File: config.mk
export PLATFORM = sky130hd
export DESIGN_NAME = reset_sequencer
export DESIGN_NICKNAME = d
export VERILOG_FILES = /design/src/rtl/reset_pkg.sv /design/src/rtl/reset_channel.sv /design/src/rtl/reset_sequencer.sv
export SDC_FILE = /design/constraint.sdc
export NUM_CORES = 1
export LEC_CHECK = 0
export CORE_MARGIN = 2
export CORE_UTILIZATION = 50
export CTS_CLUSTER_SIZE = 14
export DETAILED_ROUTE_END_ITERATION = 10
export PLACE_DENSITY = 0.77
export SYNTH_ARGS = -nofsm -noshare
export SYNTH_HDL_FRONTEND = slang
export SYNTH_SLANG_ARGS = --single-unit
export TNS_END_PERCENT = 5
File: constraint.sdc
create_clock -name clk -period 3.7 [get_ports clk]
set_input_delay 1.11 -clock clk [delete_from_list [all_inputs] [get_ports clk]]
set_output_delay 1.11 -clock clk [all_outputs]
set_load 0.005 [all_outputs]
File: src/rtl/reset_pkg.sv
// Shared types and constants for the per-project reset sequencer.
package reset_pkg;

    typedef enum logic [1:0] {
        SEQ_WAIT    = 2'd0,
        SEQ_RELEASE = 2'd1,
        SEQ_DONE    = 2'd2
    } seq_state_t;

    localparam logic RST_ASSERT = 1'b1;

endpackage : reset_pkg

File: src/rtl/reset_channel.sv
// One reset channel: asynchronous assertion, synchronised deassertion,
// minimum-width stretch and software reset request handling.
module reset_channel #(
    parameter int SYNC_STAGES    = 2,
    parameter int STRETCH_CYCLES = 8
) (
    input  logic clk,
    input  logic i_cause_n,
    input  logic i_sw_rst,
    output logic o_local_ok
);

    localparam int CNT_W = $clog2(STRETCH_CYCLES + 1);
    localparam logic [CNT_W-1:0] STRETCH_LOAD = CNT_W'(STRETCH_CYCLES);

    logic [SYNC_STAGES-1:0] r_sync;
    logic [CNT_W-1:0]       r_cnt;
    logic [CNT_W-1:0]       w_cnt_next;
    logic                   r_local_ok;
    logic                   w_sync_high;
    logic                   w_sync_high_next;

    assign w_sync_high      = r_sync[SYNC_STAGES-1];
    assign w_sync_high_next = r_sync[SYNC_STAGES-2];

    // The counter is held loaded while the chain is low, so the stretch
    // always starts counting on the edge after the chain goes high.
    always_comb begin
        w_cnt_next = r_cnt;
        if (!w_sync_high || i_sw_rst) begin
            w_cnt_next = STRETCH_LOAD;
        end else if (r_cnt != '0) begin
            w_cnt_next = r_cnt - 1'b1;
        end
    end

    // local_ok is registered so its rising edge comes straight off a flop.
    always_ff @(posedge clk or negedge i_cause_n) begin
        if (!i_cause_n) begin
            r_sync     <= '0;
            r_cnt      <= '0;
            r_local_ok <= 1'b0;
        end else begin
            r_sync     <= {r_sync[SYNC_STAGES-2:0], 1'b1};
            r_cnt      <= w_cnt_next;
            r_local_ok <= w_sync_high_next && (w_cnt_next == '0);
        end
    end

    assign o_local_ok = r_local_ok;

endmodule : reset_channel

File: src/rtl/reset_sequencer.sv
// Per-project reset generator: one reset_channel per project plus a
// sequencer that releases the projects one at a time after power-on.
module reset_sequencer
    import reset_pkg::*;
#(
    parameter int NUM_PROJECTS   = 13,
    parameter int SYNC_STAGES    = 2,
    parameter int STRETCH_CYCLES = 8,
    parameter int STAGGER_CYCLES = 4
) (
    input  logic                  clk,
    input  logic                  n_rst,
    input  logic [NUM_PROJECTS:1] designs_cs,
    input  logic [NUM_PROJECTS:1] sw_rst,
    output logic [NUM_PROJECTS:1] designs_rst,
    output logic                  seq_done
);

    localparam int WAIT_EDGES = SYNC_STAGES + STRETCH_CYCLES;
    localparam int WAIT_W     = $clog2(WAIT_EDGES + 1);
    localparam int STAG_W     = $clog2(STAGGER_CYCLES + 1);
    localparam int IDX_W      = $clog2(NUM_PROJECTS + 1);

    localparam logic [WAIT_W-1:0] WAIT_LAST  = WAIT_W'(WAIT_EDGES - 1);
    localparam logic [STAG_W-1:0] STAG_LAST  = STAG_W'(STAGGER_CYCLES - 1);
    localparam logic [IDX_W-1:0]  IDX_PENULT = IDX_W'(NUM_PROJECTS - 1);

    seq_state_t            r_state;
    seq_state_t            w_state_next;
    logic [WAIT_W-1:0]     r_wait_cnt;
    logic [STAG_W-1:0]     r_stag_cnt;
    logic [IDX_W-1:0]      r_idx;
    logic [NUM_PROJECTS:1] r_released;
    logic [NUM_PROJECTS:1] w_set_release;
    logic [NUM_PROJECTS:1] w_cause_n;
    logic [NUM_PROJECTS:1] w_local_ok;
    logic                  w_wait_done;
    logic                  w_slot_done;

    always_ff @(posedge clk or negedge n_rst) begin
        if (!n_rst) begin
            r_state <= SEQ_WAIT;
        end else begin
            r_state <= w_state_next;
        end
    end

    always_comb begin
        w_state_next = r_state;
        case (r_state)
            SEQ_WAIT: begin
                if (w_wait_done) begin
                    if (NUM_PROJECTS == 1) begin
                        w_state_next = SEQ_DONE;
                    end else begin
                        w_state_next = SEQ_RELEASE;
                    end
                end
            end
            // The last project's release and the move to DONE share one edge.
            SEQ_RELEASE: begin
                if (w_slot_done && (r_idx == IDX_PENULT)) begin
                    w_state_next = SEQ_DONE;
                end
            end
            SEQ_DONE: w_state_next = SEQ_DONE;
            default:  w_state_next = SEQ_WAIT;
        endcase
    end

    always_comb begin
        seq_done    = 1'b0;
        w_wait_done = 1'b0;
        w_slot_done = 1'b0;
        case (r_state)
            SEQ_WAIT:    w_wait_done = (r_wait_cnt == WAIT_LAST);
            SEQ_RELEASE: w_slot_done = (r_stag_cnt == STAG_LAST);
            SEQ_DONE:    seq_done    = 1'b1;
            default:     seq_done    = 1'b0;
        endcase
    end

    always_ff @(posedge clk or negedge n_rst) begin
        if (!n_rst) begin
            r_wait_cnt <= '0;
            r_stag_cnt <= '0;
            r_idx      <= '0;
            r_released <= '0;
        end else begin
            r_released <= r_released | w_set_release;
            case (r_state)
                SEQ_WAIT: begin
                    if (w_wait_done) begin
                        r_idx      <= IDX_W'(1);
                        r_stag_cnt <= '0;
                    end else begin
                        r_wait_cnt <= r_wait_cnt + 1'b1;
                    end
                end
                SEQ_RELEASE: begin
                    if (w_slot_done) begin
                        r_stag_cnt <= '0;
                        r_idx      <= r_idx + 1'b1;
                    end else begin
                        r_stag_cnt <= r_stag_cnt + 1'b1;
                    end
                end
                default: begin
                    r_stag_cnt <= r_stag_cnt;
                end
            endcase
        end
    end

    // Project 1 is released as the wait phase ends; project k>1 when the
    // slot of project k-1 expires.
    genvar gi;
    generate
        for (gi = 1; gi <= NUM_PROJECTS; gi++) begin : g_chan
            assign w_cause_n[gi] = n_rst & designs_cs[gi];

            if (gi == 1) begin : g_first
                assign w_set_release[gi] = w_wait_done;
            end else begin : g_rest
                assign w_set_release[gi] = w_slot_done && (r_idx == IDX_W'(gi - 1));
            end

            reset_channel #(
                .SYNC_STAGES   (SYNC_STAGES),
                .STRETCH_CYCLES(STRETCH_CYCLES)
            ) u_channel (
                .clk       (clk),
                .i_cause_n (w_cause_n[gi]),
                .i_sw_rst  (sw_rst[gi]),
                .o_local_ok(w_local_ok[gi])
            );

            assign designs_rst[gi] = (w_local_ok[gi] & r_released[gi]) ? ~RST_ASSERT : RST_ASSERT;
        end
    endgenerate

endmodule : reset_sequencer

==> impl_metrics.csv <==
group,metric,value,unit
hold_path,hold_crit_depth,0,
sta,final_worst_path_cycle_share,74.1,%
logic_synthesis,post-synth-top-count-cell,"dfrtp_1",
drt,detailroute.via_count,3766,
logic_synthesis,synth_compound_area_share,9.51,%
hold_path,timing.hold.worst_endpoint,"g_chan[4].u_channel.r_sync[1]",
logic_synthesis,dominant_combinational_cell_family_by_area_after_synthesis,"simple AND/OR/NAND/NOR gates",
logic_synthesis,synth_enable_flop_cells,0,
clocking,worstSkewPairLatency,0.51,ns
logic_synthesis,post_synth_and_or_nand_nor_area_fraction,23.3,%
global_route,grt_pass1_wl,17100,microns
critical_path,worst-endpoint-required,2.59,ns
drt,number_of_routed_nets_with_antenna_violations,0,
critical_path,critical_path.startpoint_type,"flop",
floorplanning,placeableCoreArea,10400,sq um
floorplanning,fp.dieArea,11700,sq um
sta,unrepaired_setup_endpoints_after_global_routing,"false",
clocking,clock_pin_slew_of_the_registers_on_the_worst_case_setup_and_hold_paths,0.05,ns
clocking,cts_repair_resize_count,0,
logic_synthesis,synth.top_cell.area_share,54.1,%
critical_path,reg2reg_to,"r_released[11]",
critical_path,timing.reg2reg.setup_slack,1.85,ns
place,worst_setup_slack_before_clock_tree_synthesis,1.29,ns
global_route,grt_pass1_vias,3942,
critical_path,timing_worst_setup_path_type,"reg -> out",
logic_synthesis,syn_area_per_cell,10.7,sq um
hold_path,worst_hold_startpoint,"g_chan[4].u_channel.r_sync[0]",
floorplanning,io-pin-count,42,
drt,totalWireLength,9910,microns
logic_synthesis,yosys-mux-area-fraction,0.971,%
logic_synthesis,synth-async-reset-ratio,100,%
sta,final_hold_violation_count,0,
floorplanning,initial_utilization,51.9,%
clocking,cts_num_sinks,117,
sta,setup_viol,0,
global_route,initial_antenna_violation_count,0,
critical_path,r2r.worst_path.cells,5,
sta,timing.max_slew.rel_slack,56.3,%
logic_synthesis,netlist_top_cells_count,"dfrtp_1 (117), nor2_1 (43), a21oi_1 (37), inv_1 (34), nand2_1 (25)",
sta,finalMaxSlewViolations,0,
power,peak_supply_drop,360,uV
clocking,cts-htree-levels,4,
critical_path,worstSetupEndpointType,"primary output",
clocking,tritoncts,"yes",
logic_synthesis,ys_ff_latch,117,
clocking,cts_buffers,17,
drt,routed_len_inst,13.7,microns
logic_synthesis,synth_area_leaders,"dfrtp_1 (54%), ha_1 (5.3%), xnor2_1 (3.9%), a21oi_1 (3.4%), nor2_1 (3.0%)",
sta,layout_min_cycle_time,2.74,ns
global_route,largest_net_degree_at_the_start_of_global_routing,32,
layout,syn2layout_area_growth,21.7,%
logic_synthesis,synth-adder-area-share,5.32,%
drt,drt_iter0_drc,163,
floorplanning,rows,37,
logic_synthesis,synthCells,505,
logic_synthesis,synthFlopType,"dfrtp_1",
power,post-layout-total-power,3.32,mW
power,leakagePower,2.86,nW
critical_path,worst_r2r_startpoint,"r_state[1]",
layout,multi_input_area,2370,sq um
drt,vias_per_cell,5.22,
floorplanning,die-height,108,microns
logic_synthesis,synthXorXnorAreaFrac,3.89,%
place,gpl.final_weighted_congestion,0.848,
place,dpl.hpwl,7100,microns
sta,final_critical_path_setup_slack,0.958,ns
logic_synthesis,yosysWarnings,0,
global_route,grtUsageTotal,19.0,%
drt,detailedRoute.firstPassIterationCount,4,
run_status,outcome,"finished, final reports clean",
logic_synthesis,ys_seq_area_share,54.1,%
clocking,cts_hold_buffers,0,
layout,fill_cell_count,851,
logic_synthesis,synth_cell_types,48,
clocking,cts_buffer_depth,2,
floorplanning,chipWidth,108,microns
hold_path,hold_path_class,"reg -> reg",
layout,layout.area.seq,2930,sq um
layout,fraction_of_final_layout_cells_with_drive_strength_greater_than_1,7.51,%
global_route,globalRouteOverflowTotal,0,
logic_synthesis,netlist_area,5410,sq um
sta,timing_worst_slew_pin_value,0.656,ns
critical_path,timing.critical_path.arrival,1.63,ns
critical_path,crit_path_max_fanout,3,
job,timing.max_cap.violations,0,
sta,timing.clock.skew,0.00705,ns
layout,diodes,0,
clocking,cts_root_buf,"clkbuf_8",
logic_synthesis,synth_top_area_cell,"dfrtp_1",
critical_path,crit_start,"r_state[0]",
layout,num-nets-final,624,
clocking,cts_post_setup_buffers_inserted,0,
power,pwr_per_cell_area,504,nW/um^2
sta,max_clock_freq,365,MHz
sta,setup_tns,0,ns
place,buffer_ports.inserted,41,
drt,post-route-drc-count,0,
## layout by cell type (no fill, tap or decap), types with 12 or more instances in the layout
cell	n
nand2b_1	24
nor3b_1	16
inv_1	34
nor2_1	43
dfrtp_1	117
clkdlybuf4s50_1	40
nor3_1	15
a211o_1	12
ha_1	23
clkbuf_16	16
and2_1	23
a21o_1	13
nor2b_1	12
nand2_1	25
a21oi_1	37
xnor2_1	24
conb_1	13
## how the worst max path moves through the flow
| stage | end | slack, ns |
|---|---|---|
| after floorplan | g_chan[13].u_channel.o_local_ok | 1.85 |
| after global placement | g_chan[13].u_channel.o_local_ok | 1.37 |
| after detailed placement | g_chan[13].u_channel.o_local_ok | 1.29 |
| after CTS | seq_done | 0.93 |
| after global routing | seq_done | 0.87 |
| final | seq_done | 0.96 |
## cells by family (layout without fill, tap and decap cells)
logic type	count (synthesis)	after routing
buffers and inverters	39	108
adder cells (fa/ha/maj)	23	23
other	1	13
flip-flops	117	117
AND/OR/NAND/NOR	216	216
multiplexers	5	5
AO/OA/AOI/OAI	80	80
XOR/XNOR	24	24
## layer usage
layer | share of wire [%] | track usage [%]
met3 | 3.7 | 6.39
met4 | 0.91 | 6.78
met5 | 0 | 0
met1 | 43 | 21.5
met2 | 52 | 33.4
## critical path: stages (launching register included)
cell and delay (ns):
dfrtp_1 0.39, inv_1 0.09, ha_1 0.14, clkdlybuf4s50_1 0.50
## stage by stage
step	hold WS, ns	instances	util (%)	area, sq um
floorplan	0.346	517	-	5460
global placement	0.354	690	57.7	6010
detailed placement	0.360	690	57.7	6010
CTS	0.373	722	63.2	6590
global route	0.381	722	63.2	6590
finish	0.369	722	63.2	6590
## registers in the layout (all words and copies together) (netlist names)
signal / cells
g_chan.u_channel.r_cnt: 52
g_chan.u_channel.r_sync: 26
g_chan.u_channel.o_local_ok: 13
r_released: 13
r_idx: 4
r_wait_cnt: 4
r_stag_cnt: 3
r_state: 2
## area by class of cell
cell class              instances  area share, %
repair buffers                 42           6.27
inverters                      34           1.94
flip-flops and latches        117           44.5
clock inverters                11           1.90
multi-input cells             361           36.0
clock buffers                  21           6.82
well taps                     136           2.58
## power by group
group	leakage [nW]	internal, mW	switching, mW	total [mW]
clock network	0.278	0.993	0.563	1.56
logic	1.14	0.178	0.186	0.364
registers	1.44	1.34	0.0544	1.40
total	2.86	2.51	0.804	3.32
No activity file was read; power rests on OpenSTA's default activity.
